--- src/rtl/regfile_2r1w.sv ---
// RV32I integer register file: 32 x DATA_W, two combinational read ports,
// one synchronous write port, x0 hardwired to zero, optional write-through.
module regfile_2r1w #(
    parameter int unsigned DATA_W = 32,
    parameter int unsigned DEPTH  = 32,
    parameter bit          BYPASS = 1'b0
) (
    input  logic                     i_clk,
    input  logic                     i_rst,
    input  logic [$clog2(DEPTH)-1:0] i_rs1_addr,
    input  logic [$clog2(DEPTH)-1:0] i_rs2_addr,
    input  logic [$clog2(DEPTH)-1:0] i_rd_addr,
    input  logic                     i_rd_wren,
    input  logic [DATA_W-1:0]        i_rd_data,
    output logic [DATA_W-1:0]        o_rs1_data,
    output logic [DATA_W-1:0]        o_rs2_data
);

    localparam int unsigned AW = $clog2(DEPTH);

    logic [DATA_W-1:0] rf [DEPTH];

    // x0 has no storage; its read value is a constant zero.
    assign rf[0] = '0;

    for (genvar r = 1; r < DEPTH; r++) begin : g_reg
        logic              we;
        logic [DATA_W-1:0] reg_d;
        logic [DATA_W-1:0] reg_q;

        assign we    = i_rd_wren && (i_rd_addr == AW'(r));
        assign reg_d = we ? i_rd_data : reg_q;

        always_ff @(posedge i_clk or posedge i_rst) begin
            if (i_rst) begin
                reg_q <= '0;
            end else begin
                reg_q <= reg_d;
            end
        end

        assign rf[r] = reg_q;
    end

    // Forwarding is suppressed in reset so outputs read zero throughout.
    logic wr_live;
    logic rs1_hit;
    logic rs2_hit;

    assign wr_live = !i_rst && i_rd_wren && (i_rd_addr != '0);
    assign rs1_hit = BYPASS && wr_live && (i_rs1_addr == i_rd_addr);
    assign rs2_hit = BYPASS && wr_live && (i_rs2_addr == i_rd_addr);

    assign o_rs1_data = rs1_hit ? i_rd_data : rf[i_rs1_addr];
    assign o_rs2_data = rs2_hit ? i_rd_data : rf[i_rs2_addr];

endmodule

--- config.mk ---
export PLATFORM = sky130hd
export DESIGN_NAME = regfile_2r1w
export DESIGN_NICKNAME = d
export VERILOG_FILES = /design/src/rtl/regfile_2r1w.sv
export SDC_FILE = /design/constraint.sdc
export NUM_CORES = 2
export LEC_CHECK = 0
export BUFFER_PORTS_ARGS = -buffer_cell sky130_fd_sc_hd__buf_2
export CAP_MARGIN = 20
export CORE_ASPECT_RATIO = 1.1
export CORE_UTILIZATION = 50
export DETAILED_ROUTE_END_ITERATION = 10
export PLACE_DENSITY = 0.74
export SLEW_MARGIN = 20
export SYNTH_ARGS = -nofsm -noshare
export SYNTH_HDL_FRONTEND = slang
export SYNTH_SLANG_ARGS = --single-unit
--- constraint.sdc ---
create_clock -name i_clk -period 97.1 [get_ports i_clk]
set_input_delay 14.565 -clock i_clk [delete_from_list [all_inputs] [get_ports i_clk]]
set_output_delay 14.565 -clock i_clk [all_outputs]
set_load 0.005 [all_outputs]
# After elaboration in Yosys (flattened, before gate mapping)
# Index checks and enable logic that the tools add are counted.
[word_totals] in_bits=50 register_bits=992 output_inout_bits=64 word_cells=103
[classes] n_mux=6 n_bitwise=2 reduce_logical=31 eq_ne=31 n_lt_le_gt_ge=2
[ops] operator="binary-select mux 32 bit (select 5 bit)" n=2
[ops] operator="2-to-1 mux 32 bit" n=4
[ops] operator="equality test 5 bit (second input constant)" n=16
[ops] operator="equality test 5 x 4 -> 1 bit (second input constant)" n=8
[ops] operator="logical AND 1 bit" n=31
[ops] operator="equality test 5 x 3 -> 1 bit (second input constant)" n=4
[ops] operator="greater-or-equal comparator 6 bit (second input constant)" n=2
[ops] operator="NOT 5 -> 6 bit" n=2
[ops] operator="equality test 5 x 2 -> 1 bit (second input constant)" n=2
[ops] operator="equality test 5 x 1 -> 1 bit (second input constant)" n=1

# Longest topological paths before layout
[depth] ltp_word=4 depth_mapped=8 ltp_nobuf=4

# Worst setup path before layout
# Ideal clock, no wire load.
[synth_path] path_type="input port to output port" startpoint="input i_rs2_addr[0]" endpoint="output o_rs2_data[0]" stages=8 t_arrival_ns=16.024 required_ns=82.535 path_buffers=4 slack_ns=66.511 cell_sequence="buf_2 > buf_6 > buf_4 > buf_2 > mux4_2 > a22o_1 > o21ai_1 > o31ai_1"
[synth_via] elab_chain_len=4
[synth_lines] element="start: declaration" line="11" text="input logic [$clog2(DEPTH)-1:0] i_rs2_addr,"
[synth_lines] element="NOT 5 -> 6 bit (implied by the code)" line="55" text="assign o_rs2_data = rs2_hit ? i_rd_data : rf[i_rs2_addr];"
[synth_lines] element="binary-select mux 32 bit (select 5 bit)" line="55"
[synth_lines] element="2-to-1 mux 32 bit (implied by the code) (2 in a row)" line="55"
[synth_lines] element="end: declaration" line="16" text="output logic [DATA_W-1:0] o_rs2_data"
# No other way between the ends. The select of a mux whose other input is x is not followed.

# Worst setup path after layout
[layout_path] startpoint="input i_rs2_addr[0]" endpoint="output o_rs2_data[30]"
# The elaborated chain is that of the path after synthesis.

==> results.md <==
- Status: finished clean
- Biggest register: g.reg_q
- Via-to-Cell Ratio: 6.89
- Hold Path Class: flip-flop to flip-flop
- Area growth from synthesis to layout: 9.30%
- Min-delay src: g_reg[28].reg_q[19]
- Final setup viols: 0
- Setup Buffers After CTS: 0
- Clock Path Buffers: 3
- RR Startpoint: g_reg[28].reg_q[28]
- DR top layer: met5
- CTS Buf Count: 107
- Max-slew headroom: 25.5%
- R2R depth: 1
- Via count: 34.6k
- CP most frequent cell: buf_4
- Max-slew violation count: 0
- Row count: 125
- Power density cells: 21.0 nW/um2
- Hold Buf Count CTS: 0
- Total grt overflow: 0
- Clock root buffer: clkbuf_16
- Largest net degree at the start of global routing: 168
- Seq/Total Area, Yosys: 46.6%
- Resized cells post-CTS: 0
- PnR worst setup slack: 63.92 ns
- Final wirelength: 162000 um
- Largest register FFs: 992
- Yosys synthesis warning count: 0
- Cell variety after synth: 30
- Post-Syn Instances: 3636
- Final ANT Viol Nets: 0
- Critical path type: input port to primary output
- Met1 wire length: 64000 um
- HPWL after DPL: 91000 um
- Final Hold Fails: 0
- DIE WIDTH: 313 um
- Fmax achieved: 30.1 MHz
- Fill cells: 8533
- First drt pass iteration count: 5
- First-pass GRT wire length: 243000 um
- Core area: 106000 um2
- Clock sinks: 992
- Post-synth EDFFs: 0
- Min Tclk post-route: 33.18 ns
- Wire length on met3: 16100 um
- Syn Area/Cell: 14.6 um2
- Proportion of layout cells with a drive suffix above 1: 50.4%
- Primary FF master, synth: dfrtp_1
- Gp weighted congestion: 0.834
- Initial cell density of the core: 50.4%
- Final layout net count: 3583
- FFs w/ async S/R, synth: 100%
- Met2 wire length: 75500 um
- Detailed-route wire length per cell: 32.3 um
- Gr usage total: 30.6%
- Vias in the first global route: 35.4k
- Critical path launch point type: input port
- # DRC: 0
- PortBufs: 113
- Starting DRT DRC Count: 3747
- Crit path largest cell delay: 0.87 ns
- Worst-skew pair later-pin latency: 0.69 ns
- Leakage: 25.4 nW
- Die height: 344 um
- Hold depth: 1
- Tot Pwr: 1.22 mW
- Clk pin slew, worst setup/hold paths: 0.06 ns
- Setup TNS: 0 ns
- Critical path cell sequence: buf_8, buf_4, buf_4, mux4_2, mux2i_1, and2_1, o31ai_1, buf_2
- Worst-margin pin slew: 1.12 ns
- H-tree levels: 3
- WP data required: 82.53 ns
- Worst-path fanout max: 81
- Syn_nets: 3686
- Post-route clock skew: 0 ns
- Worst r2r dst: g_reg[28].reg_q[28]
- CP arrival: 18.62 ns
- Worst Hold Endpoint: g_reg[28].reg_q[19]
- Top Registers: g.reg_q x992
- Worst path slowest cell: o31ai_1
- Hold_ws: 0.518 ns
- Fin cells: 5024
- Peak supply drop: 0.0000161 V
- Final worst-path cycle share: 34.2%
- Critical Path Sink Type: primary output
- Synthesized area: 53200 um2
- Dpl ws: 63.92 ns
- Seq cells post-synth: 992
- Placed Instances: 4821
- DIE AREA: 108000 um2
- Reg-to-reg slack, setup: 96.26 ns
- RSZ-0062 raised after global routing: false
- Antenna violations before repair: 15
- # IOs: 114
- CTS tree: built
- Max cap viols: 0
[layout by cell type, fill, tap and decap left out, types with 12 or more instances in the layout]
cell type / n
clkbuf_1: 21
mux2_1: 32
nand2_1: 66
clkbuf_16: 107
buf_4: 80
nand2_2: 12
clkbuf_8: 33
o21ai_1: 64
dfrtp_1: 992
and3_1: 32
and2_1: 32
mux4_2: 384
a211oi_1: 64
o22ai_1: 64
mux2_2: 1024
mux2i_1: 160
clkinv_2: 22
o31ai_1: 64
a22o_1: 192
buf_2: 104
nor2_4: 14
[critical path: cells and delay by family]
| kind | cells | cell delay [ns] |
|---|---|---|
| mux | 2 | 0.47 |
| buf+inv | 4 | 2.41 |
| simple gates | 1 | 0.19 |
| compound gates | 1 | 0.87 |
[metrics by stage]
step | instance area (um2) | util [%]
after detailed placement | 54500 | 51.7
after CTS | 58200 | 55.1
final | 58200 | 55.1
after floorplan | 53200 | -
after global routing | 58200 | 55.1
after global placement | 54500 | 51.7
[report_power, final]
part | total, mW | switching (mW) | internal, mW
logic | 0.247 | 0.0988 | 0.148
registers | 0.555 | 0.0602 | 0.495
clock network | 0.419 | 0.172 | 0.246
total | 1.22 | 0.331 | 0.889
[worst max-delay path by stage]
stage / start / endpoint / slack (ns) / depth (start not counted)
detailed placement: i_rs2_addr[0] / o_rs2_data[30] / 63.92 / 8
floorplan: i_rst / g_reg[10].reg_q[0] / 54.63 / 1
CTS: i_rs2_addr[0] / o_rs2_data[30] / 63.92 / 8
finish: i_rs2_addr[0] / o_rs2_data[30] / 63.92 / 8
global route: i_rs2_addr[0] / o_rs2_data[30] / 63.77 / 8
global placement: i_rs2_addr[0] / o_rs2_data[30] / 63.96 / 8
[cells by family after synthesis]
logic type | share of synthesized area (%)
compound gates | 6.32
mux | 41.6
buf+inv | 3.63
flops | 46.6
simple gates | 1.81
[layer usage]
metal,track usage (%),vias to the layer above
met5,0,-
met4,12.0,6
met3,7.17,428
met2,47.9,1824
met1,41.6,18492
li1,-,13863
[synthesized netlist by cell type (64+ instances only)]
master / instances / area (um2)
o22ai_1: 64 / 400
mux2_2: 1024 / 11500
clkbuf_1: 189 / 709
a211oi_1: 64 / 480
nand2_1: 79 / 297
dfrtp_1: 992 / 24800
o31ai_1: 64 / 480
a22o_1: 192 / 1680
mux2i_1: 160 / 1600
o21ai_1: 64 / 320
buf_2: 147 / 736
mux4_2: 384 / 8650
[area by class of cell]
cell class | count | area (um2) | area share (%)
diodes | 5 | 12.5 | 0.0215
clock buffers | 161 | 3210 | 5.52
clock inverters | 37 | 408 | 0.701
inverters | 3 | 20.0 | 0.0344
multi-input cells | 2237 | 26700 | 45.9
flip-flops and latches | 992 | 24800 | 42.7
well taps | 1397 | 1750 | 3.00
repair buffers | 192 | 1250 | 2.15
(Power assumes the default switching activity.)
